[src/rtl/serial_nibble_framer.sv]
// rtl/serial_nibble_framer.sv - serial MSB-first bit stream framed into buffered 4-bit nibbles
// One-entry output buffer with sticky overflow and a modulo-256 delivered-nibble count.
module serial_nibble_framer (
  input  logic       clk,
  input  logic       rst,
  input  logic       sin,
  input  logic       sin_valid,
  input  logic       sync,
  output logic [3:0] x,
  output logic       out_valid,
  input  logic       out_ready,
  output logic       ovf,
  output logic [7:0] nib_cnt
);

  typedef enum logic {IDLE, SHIFT} state_t;

  state_t      state_q, state_d;
  logic [1:0]  bcnt_q, bcnt_d;
  logic [3:0]  sr_q, sr_d;
  logic [3:0]  x_q, x_d;
  logic        out_valid_q, out_valid_d;
  logic        ovf_q, ovf_d;
  logic [7:0]  nib_cnt_q, nib_cnt_d;
  logic        complete;
  logic        drain;

  always_comb begin
    state_d     = state_q;
    bcnt_d      = bcnt_q;
    sr_d        = sr_q;
    x_d         = x_q;
    out_valid_d = out_valid_q;
    ovf_d       = ovf_q;
    nib_cnt_d   = nib_cnt_q;
    complete    = 1'b0;
    drain       = out_valid_q & out_ready;

    if (sin_valid) begin
      if (sync) begin
        // sync always restarts framing, even on what would be the 4th bit
        sr_d    = {sin, 3'b000};
        bcnt_d  = 2'd1;
        state_d = SHIFT;
      end else if (state_q == SHIFT) begin
        // bit position counts down from 3 as bcnt counts up, i.e. position = ~bcnt
        sr_d[~bcnt_q] = sin;
        bcnt_d        = bcnt_q + 2'd1;
        complete      = (bcnt_q == 2'd3);
      end
    end

    if (drain) begin
      out_valid_d = 1'b0;
    end

    if (complete) begin
      if (!out_valid_q || drain) begin
        x_d         = sr_d;
        out_valid_d = 1'b1;
        nib_cnt_d   = nib_cnt_q + 8'd1;
      end else begin
        ovf_d = 1'b1;
      end
    end
  end

  always_ff @(posedge clk) begin
    if (rst) begin
      state_q     <= IDLE;
      bcnt_q      <= 2'd0;
      sr_q        <= 4'd0;
      x_q         <= 4'd0;
      out_valid_q <= 1'b0;
      ovf_q       <= 1'b0;
      nib_cnt_q   <= 8'd0;
    end else begin
      state_q     <= state_d;
      bcnt_q      <= bcnt_d;
      sr_q        <= sr_d;
      x_q         <= x_d;
      out_valid_q <= out_valid_d;
      ovf_q       <= ovf_d;
      nib_cnt_q   <= nib_cnt_d;
    end
  end

  assign x         = x_q;
  assign out_valid = out_valid_q;
  assign ovf       = ovf_q;
  assign nib_cnt   = nib_cnt_q;

endmodule
[config.mk]
export PLATFORM = sky130hd
export DESIGN_NAME = serial_nibble_framer
export DESIGN_NICKNAME = d
export VERILOG_FILES = /design/src/rtl/serial_nibble_framer.sv
export SDC_FILE = /design/constraint.sdc
export NUM_CORES = 1
export LEC_CHECK = 0
export BUFFER_PORTS_ARGS = -buffer_cell sky130_fd_sc_hd__buf_2
export CORE_ASPECT_RATIO = 0.6
export CORE_MARGIN = 8
export CORE_UTILIZATION = 31
export CTS_CLUSTER_DIAMETER = 60
export CTS_CLUSTER_SIZE = 28
export DETAILED_ROUTE_END_ITERATION = 10
export PLACE_DENSITY = 0.5
export SYNTH_ARGS = -nofsm -noshare
export SYNTH_HDL_FRONTEND = slang
export SYNTH_SLANG_ARGS = --single-unit
[constraint.sdc]
create_clock -name clk -period 2.9 [get_ports clk]
set_input_delay 0.58 -clock clk [delete_from_list [all_inputs] [get_ports clk]]
set_output_delay 0.58 -clock clk [all_outputs]
set_load 0.05 [all_outputs]
## Yosys cells after proc, flatten, opt, wreduce, memory -nomap -nowiden

Index checks and enable logic that the tools add are counted.

- Register bits: 21
- Bits of input ports: 6
- Output and inout bits: 14

- $add $sub $neg: 2
- Order comparisons: 2
- Eq/ne operators: 1
- Muxes and demuxes: 14
- Bitwise gates (word level): 3
- Reduce and logical (&&, ||, !) cells: 8

Operators with widths:

| operator | count |
|---|---|
| 4-bit two-way mux | 3 |
| 8-bit by 1-bit adder with 8-bit output (second input constant) | 1 |
| 2-bit AND reduction | 4 |
| 1-bit two-way mux | 7 |
| 4-bit bitwise mux | 1 |
| 2-bit two-way mux | 2 |
| 2-bit by 3-bit < comparator with 1-bit output (second input constant) | 1 |
| 2-bit by 1-bit adder with 2-bit output (second input constant) | 1 |
| 1-bit demux with 2-bit select | 1 |
| 2-bit == test (second input constant) | 1 |
| 2-bit by 1-bit >= comparator with 1-bit output (second input constant) | 1 |
| 2-bit inverter | 1 |
| 2-bit nonzero test | 1 |
| 1-bit bitwise AND | 1 |
| 1-bit logical AND | 1 |
| 1-bit logical NOT | 1 |
| 1-bit logical OR | 1 |
| 1-bit inverter | 1 |

## Longest topological paths before layout

Gate-level depths: netlist (run 1).

- Depth in word-level cells: 9
- Depth in mapped cells: 6

## Worst setup path after synthesis (run 1)

No wires, ideal clock.

- Kind: input to register
- From: in sync
- To: reg nib_cnt_q[6], in the netlist nib_cnt[6]
- Library setup time: 0.071 ns
- Arrival time: 1.593 ns
- Data required time: 2.829 ns
- Setup slack: 1.237 ns
- Cell stages on the path: 5
- Buffers on the path: 1
- Path through: buf_6 and4b_2 nand4_2 or3_1 a21oi_1

- Word-level cells in the longest chain between the ends: 3

Ends and longest elaborated chain:

| element | line | text |
|---|---|---|
| start, declared | 8 | `input logic sync,` |
| 1-bit two-way mux | 40 | `if (sync) begin` |
| 1-bit two-way mux | 39 | `if (sin_valid) begin` |
| 2-bit AND reduction (no source line) | -- |  |
| end signal, assigned | 84 | `nib_cnt_q <= nib_cnt_d;` |
| end, declared | 24 | `logic [7:0] nib_cnt_q, nib_cnt_d;` |

Every way passes these cells.
A chain may end at the register's enable or synchronous reset.

## Worst setup path in the final report (run 1)

- From: reg bcnt_q[0]
- To: reg nib_cnt_q[6], in the netlist nib_cnt[6]

- Word-level cells in the longest chain between the ends: 5

Ends and longest elaborated chain:

| element | line | text |
|---|---|---|
| start, declared | 19 | `logic [1:0] bcnt_q, bcnt_d;` |
| start signal, assigned | 79 | `bcnt_q <= bcnt_d;` |
| 2-bit == test | 49 | `complete = (bcnt_q == 2'd3);` |
| 1-bit two-way mux | 45 | `end else if (state_q == SHIFT) begin` |
| 1-bit two-way mux | 40 |  |
| 1-bit two-way mux | 39 |  |
| 2-bit AND reduction (no source line) | -- |  |

Every way passes these cells.

==> results of run 1 <==
==> area by class of cell <==
class / instances / area, sq um / area share [%]
Multi-Input combinational cell: 73 / 482 / 44.5
Sequential cell: 20 / 400 / 37.0
Timing Repair Buffer: 19 / 95.1 / 8.79
Tap cell: 42 / 52.6 / 4.86
Clock buffer: 3 / 41.3 / 3.82
Inverter: 3 / 11.3 / 1.04
==> layer usage <==
layer | vias to the layer above | share of wire [%] | track usage [%]
li1 | 380 | - | -
met1 | 325 | 53 | 10.4
met2 | 18 | 39 | 10.9
met3 | 2 | 6.8 | 4.51
met4 | 0 | 0.68 | 2.19
met5 | - | 0 | 0
==> metrics by stage <==
| stage | worst slack (ns) | total power, uW | cells | hold WS (ns) | utilization [%] |
|---|---|---|---|---|---|
| 2_1_floorplan | 1.24 | 307 | 100 | 0.456 | - |
| 3_3_place_gp | 1.17 | 313 | 157 | 0.473 | 36.5 |
| 3_5_place_dp | 1.14 | 314 | 157 | 0.458 | 36.5 |
| 4_1_cts | 1.26 | 496 | 160 | 0.478 | 37.9 |
| 5_1_grt | 1.16 | 510 | 160 | 0.504 | 37.9 |
| 6_report | 1.26 | 489 | 160 | 0.480 | 37.9 |
==> worst max-delay path: stages (launching register included) <==
cell	delay, ns
dfxtp_1	0.40
ha_1	0.24
and4b_2	0.30
nand4_2	0.13
or3_1	0.36
a21oi_1	0.13
==> worst max-delay path by stage <==
stage | depth (start not counted) | start | slack [ns] | endpoint
2_1_floorplan | 5 | sync | 1.24 | nib_cnt[6]
3_3_place_gp | 5 | sync | 1.17 | nib_cnt[6]
3_5_place_dp | 5 | sync | 1.14 | nib_cnt[6]
4_1_cts | 5 | bcnt_q[0] | 1.26 | nib_cnt[6]
5_1_grt | 5 | bcnt_q[0] | 1.16 | nib_cnt[6]
6_report | 5 | bcnt_q[0] | 1.26 | nib_cnt[6]
==> kinds of logic (layout without fill, tap and decap cells) <==
logic type,count (synthesis),after routing,share of synthesized area [%]
AND/OR/NAND/NOR,41,41,24.5
flip-flops,20,20,43.5
AO/OA/AOI/OAI,18,18,12.0
buffers and inverters,7,25,4.08
XOR/XNOR,5,5,4.76
adder cells (fa/ha/maj),5,5,6.80
multiplexers,4,4,4.35
==> synth_stat cells (all sizes together) <==
master | n | area share [%]
a211oi | 4 | 3.3
a21oi | 8 | 4.4
a2bb2oi | 2 | 1.9
and2 | 2 | 1.5
and4b | 1 | 1.2
buf | 2 | 2.0
clkbuf | 2 | 0.82
dfxtp | 20 | 44
ha | 5 | 6.8
inv | 3 | 1.2
mux2i | 4 | 4.4
nand2 | 5 | 2.0
nand2b | 1 | 0.68
nand3 | 3 | 1.6
nand4 | 3 | 2.7
nand4b | 1 | 2.6
nor2 | 19 | 8.0
nor2b | 1 | 0.68
nor3 | 1 | 0.54
nor3b | 1 | 0.82
nor4 | 1 | 0.68
o21a | 1 | 0.82
o21ai | 3 | 1.6
or3 | 2 | 1.4
xnor2 | 3 | 2.9
xor2 | 2 | 1.9
==> power breakdown <==
group | leakage (uW) | switching, uW | internal (uW)
logic | 0.000290 | 14.9 | 10.5
registers | 0.000162 | 4.04 | 278
clock network | 0.0000216 | 89.9 | 92.5
total | 0.000473 | 109 | 381
==> flip-flops by register name, indices dropped and copies added (netlist names) <==
register / cells
nib_cnt: 8
state_q: 1
sr_q: 3
ovf: 1
x: 4
bcnt_q: 2
out_valid: 1
==> flow_summary.yaml, run 1 <==
run_status:
  outcome: "finished, final reports clean"
floorplan:
  core_sq_um: 2850
  start_util_pct: 32.2
  num_rows: 15
  die_w_um: 86.3
  die_area_sq_um: 5020
  die-height_um: 58.2
  ios: 20
route:
  routed_wl_um: 1910
  num_vias: 725
  wl_per_cell_um: 11.9
  ant_nets: 0
  drc: 0
  dr.pass1.iters: 4
  viasPerCell: 4.53
  drt_iter0_drc: 39
placed_design:
  dp_hpwl_um: 1460
  port_buffers: 19
  dpl_cell_area_sq_um: 1040
  routabilityCongestion: 0.756
logic_synthesis:
  synth_area_sq_um: 920
  synth_warnings: 0
  synth_nets: 111
  ys_ff_latch: 20
  syn_inst: 100
  synth.avg_cell_area_sq_um: 9.20
  yosysSeqAreaShare_pct: 43.5
  synth.distinct_cells: 30
layout:
  final_nets: 131
  fillerInstances: 318
  drive_gt1_share_pct: 22.9
  layout_commonest_cell: "dfxtp_1"
  postLayoutCellArea_sq_um: 1080
  final_cell_mix: "20 x dfxtp_1, 19 x buf_2, 18 x nor2_1"
  area_growth_pct: 17.7
  diodes: 0
sta:
  tns_ns: 0
  setup_viol: 0
  max_slew.worst_pin.slew_ns: 0.380
  fmax_ghz: 0.609
  min_period_over_period_pct: 56.7
  drv_slew: 0
  rsz0062_at_grt: "false"
  skew_ns: 0.00582
  slew_headroom_pct: 74.6
  hold_viol: 0
  fin_crit_ns: 1.64
critical_path:
  reg2reg_from: "bcnt_q[0]"
  reg2reg_setup_slack_ns: 1.26
  critPathMaxFanout: 5
  reg2reg_depth: 5
  worst_setup_path_end_kind: "flip-flop"
  arrival_ns: 1.83
  required_ns: 3.09
  reg2reg_to: "nib_cnt[6]"
  critical_path_class: "reg2reg"
  cp-start-kind: "flip-flop"
power:
  ir_drop_mv: 0.240
  p_per_area_nw_per_um2: 452
  p_leak_uw: 0.000473
clocking:
  cts_setup_buffers: 0
  numCtsBuffers: 3
  cts_root_buffer: "clkbuf_8"
  clock_latency_ns: 0.26
  clock_path_buffers: 2
  postCtsResizedCells: 0
  postCtsHoldBufs: 0
  clk_pin_slew_ns: 0.08
  clock_sinks: 20
  cts_tree: "built"
  htree_levels: 1
hold_path:
  whs_path_depth: 2
  hold_start: "ovf"
  holdCritPathClass: "reg2reg"
  hold_end: "ovf"
global_routing:
  overflow: 0
  grt_use_total_pct: 8.01
  grt_pass1_wl_um: 3170
  grt_max_degree: 21
  antenna_found_initial: 0
  grt_pass1_vias: 674
run:
  maxCapViolations: 0
Note: power is estimated with default switching activity, not from simulation.
==> inputs of run 2 (changes only) <==
Settings changed: ABC_AREA set to 1.
Clock period 2.9 ns to 1.52 ns, I/O delays scaled along.
==> flow_summary.yaml, run 2 <==
run_status:
  outcome: "finished, final reports clean"
critical_path:
  crit_chain: "ha_1 > nand2_1 > inv_2 > nand2_2 > nor2_4 > buf_6 > o21ai_1 > a21oi_1"
  cp_num_buf_inv: 2
  worst_setup_path_end_kind: "flip-flop"
  required_ns: 1.72
  critical-path-top-delay-family: "simple AND/OR/NAND/NOR gates"
  crit_slowest_cell: "dfxtp_2"
  max_stage_delay_ns: 0.36
  critPathMaxFanout: 7
  arrival_ns: 1.60
  critical_path_class: "reg2reg"
  cp-start-kind: "flip-flop"
floorplan:
  start_util_pct: 31.6
  core_sq_um: 3180
  ios: 20
  num_rows: 16
  die_w_um: 89.5
  die-height_um: 60.1
  die_area_sq_um: 5380
layout:
  drive_gt1_share_pct: 22.2
  final_cell_mix: "27 x nand2_1, 19 x inv_1, 19 x buf_2, 19 x dfxtp_1, 16 x nor2_1"
  diodes: 0
  postLayoutCellArea_sq_um: 1230
  fin_util_pct: 38.6
  layout_commonest_cell: "nand2_1"
  area_growth_pct: 22.3
  final_nets: 174
  largest_register_ffs: 8
sta:
  max_slew.worst_pin.slew_ns: 0.425
  fin_crit_ns: 1.40
  whs_ns: 0.353
  setup_viol: 0
  tns_ns: 0
  drv_slew: 0
  fmax_ghz: 0.715
  min_period_over_period_pct: 92.0
  skew_ns: 0.00306
  slew_headroom_pct: 71.5
  hold_viol: 0
  rsz0062_at_grt: "true"
  timing.final.ws_setup_ns: 0.121
placed_design:
  port_buffers: 19
  dp_hpwl_um: 1820
  dpl_cell_area_sq_um: 1150
  routabilityCongestion: 0.831
  dp_slack_ns: 0.109
clocking:
  cts_tree: "built"
  clock_latency_ns: 0.26
  clk_pin_slew_ns: 0.08
  postCtsHoldBufs: 0
  cts_root_buffer: "clkbuf_8"
  clock_path_buffers: 2
  clock_sinks: 21
  numCtsBuffers: 3
  htree_levels: 1
global_routing:
  antenna_found_initial: 0
  overflow: 0
  grt_pass1_wl_um: 3940
  grt_use_total_pct: 9.60
  grt_pass1_vias: 880
  grt_max_degree: 14
power:
  p_sw_share_pct: 23.4
  p_per_area_nw_per_um2: 813
  p_leak_uw: 0.000585
  power.internal_uw: 765
  seqPwrFrac_pct: 56.3
  ir_drop_mv: 0.431
  pwr-share-comb_pct: 6.4
  p_switching_uw: 233
  clockPowerShare_pct: 37.2
logic_synthesis:
  synth_most_common_cell: "nand2_1"
  synth.top_cells.by_count: "27 x nand2_1, 21 x dfxtp_1, 20 x inv_1, 16 x nor2_1, 13 x a21oi_1"
  synth_top_area_share_pct: 41.8
  synth_warnings: 0
  ys_ff_latch: 21
  yosysSeqAreaShare_pct: 41.8
  synth_area_sq_um: 1000
  ys_top_cells_by_area: "dfxtp_1 42%, nand2_1 10%, inv_1 7.5%, a21oi_1 6.5%, ha_1 6.2%"
  synth_nets: 149
  synth-edff-count: 0
  synth_flop_cell: "dfxtp_1"
  syn_inst: 138
  synth.distinct_cells: 23
  synth_top_area_cell: "dfxtp_1"
  synth.avg_cell_area_sq_um: 7.28
  synthArstFlopShare_pct: 0
route:
  dr.pass1.iters: 5
  met2_length_um: 857
  ant_nets: 0
  viasPerCell: 4.27
  top_layer: "met4"
  drc: 0
  drt_iter0_drc: 46
  num_vias: 884
  wl_met3_um: 176
  routed_wl_um: 2300
  wl_met1_um: 1250
  wl_per_cell_um: 11.1
hold_path:
  holdCritPathClass: "in2reg"
run:
  maxCapViolations: 0
==> run 2: changes by cell type after synthesis, moves of 2 or more <==
cell | before | now
o21ai_1 | 0 | 3
a211oi_1 | 4 | 0
a2bb2oi_1 | 2 | 0
xnor2_1 | 3 | 0
inv_1 | 3 | 20
mux2i_1 | 4 | 0
a21oi_1 | 8 | 13
nor2_1 | 18 | 16
nor2_4 | 0 | 2
nand2_1 | 5 | 27
nand3_1 | 3 | 10
or3_1 | 2 | 0
o22ai_1 | 0 | 2
==> run 2: routing by layer <==
layer / vias up / track usage [%]
met2: 21 / 13.5
met5: - / 0
li1: 481 / -
met1: 380 / 12.9
met4: 0 / 1.41
met3: 2 / 4.66
==> run 2: timing repair <==
item                       in CTS  in global routing
buffers inserted                0                  2
resized for setup               0                  6
hold endpoints to repair        0                  0
setup endpoints to repair       0                  7
==> run 2: worst register-to-register path, stage by stage (launching register included) <==
cell     delay, ns
dfxtp_2       0.36
ha_1          0.16
nand2_1       0.10
inv_2         0.11
nand2_2       0.08
nor2_4        0.20
buf_6         0.15
o21ai_1       0.06
a21oi_1       0.13
==> run 2: cell type report <==
| type | count | area [sq um] |
|---|---|---|
| Multi-Input combinational cell | 93 | 493 |
| Clock buffer | 3 | 41.3 |
| Tap cell | 45 | 56.3 |
| Sequential cell | 21 | 423 |
| Fill cell | 339 | 1950 |
| Timing Repair Buffer | 23 | 129 |
| Inverter | 21 | 78.8 |
| Clock inverter | 1 | 7.51 |
==> run 2: kinds of logic (layout without fill, tap and decap cells) <==
kind of cell             Yosys count  in the layout  synth area share [%]
buffers and inverters             24             48                  9.84
adder cells (fa/ha/maj)            5              5                  6.23
AND/OR/NAND/NOR                   63             63                  28.4
AO/OA/AOI/OAI                     23             23                  12.0
XOR/XNOR                           2              2                  1.74
flip-flops                        21             21                  41.8
==> run 2: metrics by stage <==
step / std cells / total power [uW]
after floorplan: 138 / 613
after global placement: 201 / 637
after detailed placement: 201 / 639
after CTS: 205 / 1020
after global routing: 207 / 1040
final: 207 / 999
==> run 2: worst paths after layout <==
kind / from / to / slack [ns] / cells past startpoint
max: bcnt_q[1] / nib_cnt[0] / 0.12 / 8
min: sync / state_q / 0.35 / 3
max reg2reg: bcnt_q[1] / nib_cnt[0] / 0.12 / 8
min reg2reg: ovf / ovf / 0.50 / 2
==> run 2: power groups by stage <==
stage | sequential, uW | combinational [uW] | clock, uW
after floorplan | 575 | 38.1 | 0
after global placement | 575 | 62.7 | 0
after detailed placement | 575 | 63.7 | 0
after CTS | 562 | 64.1 | 395
after global routing | 563 | 72.9 | 408
final | 562 | 64.2 | 372
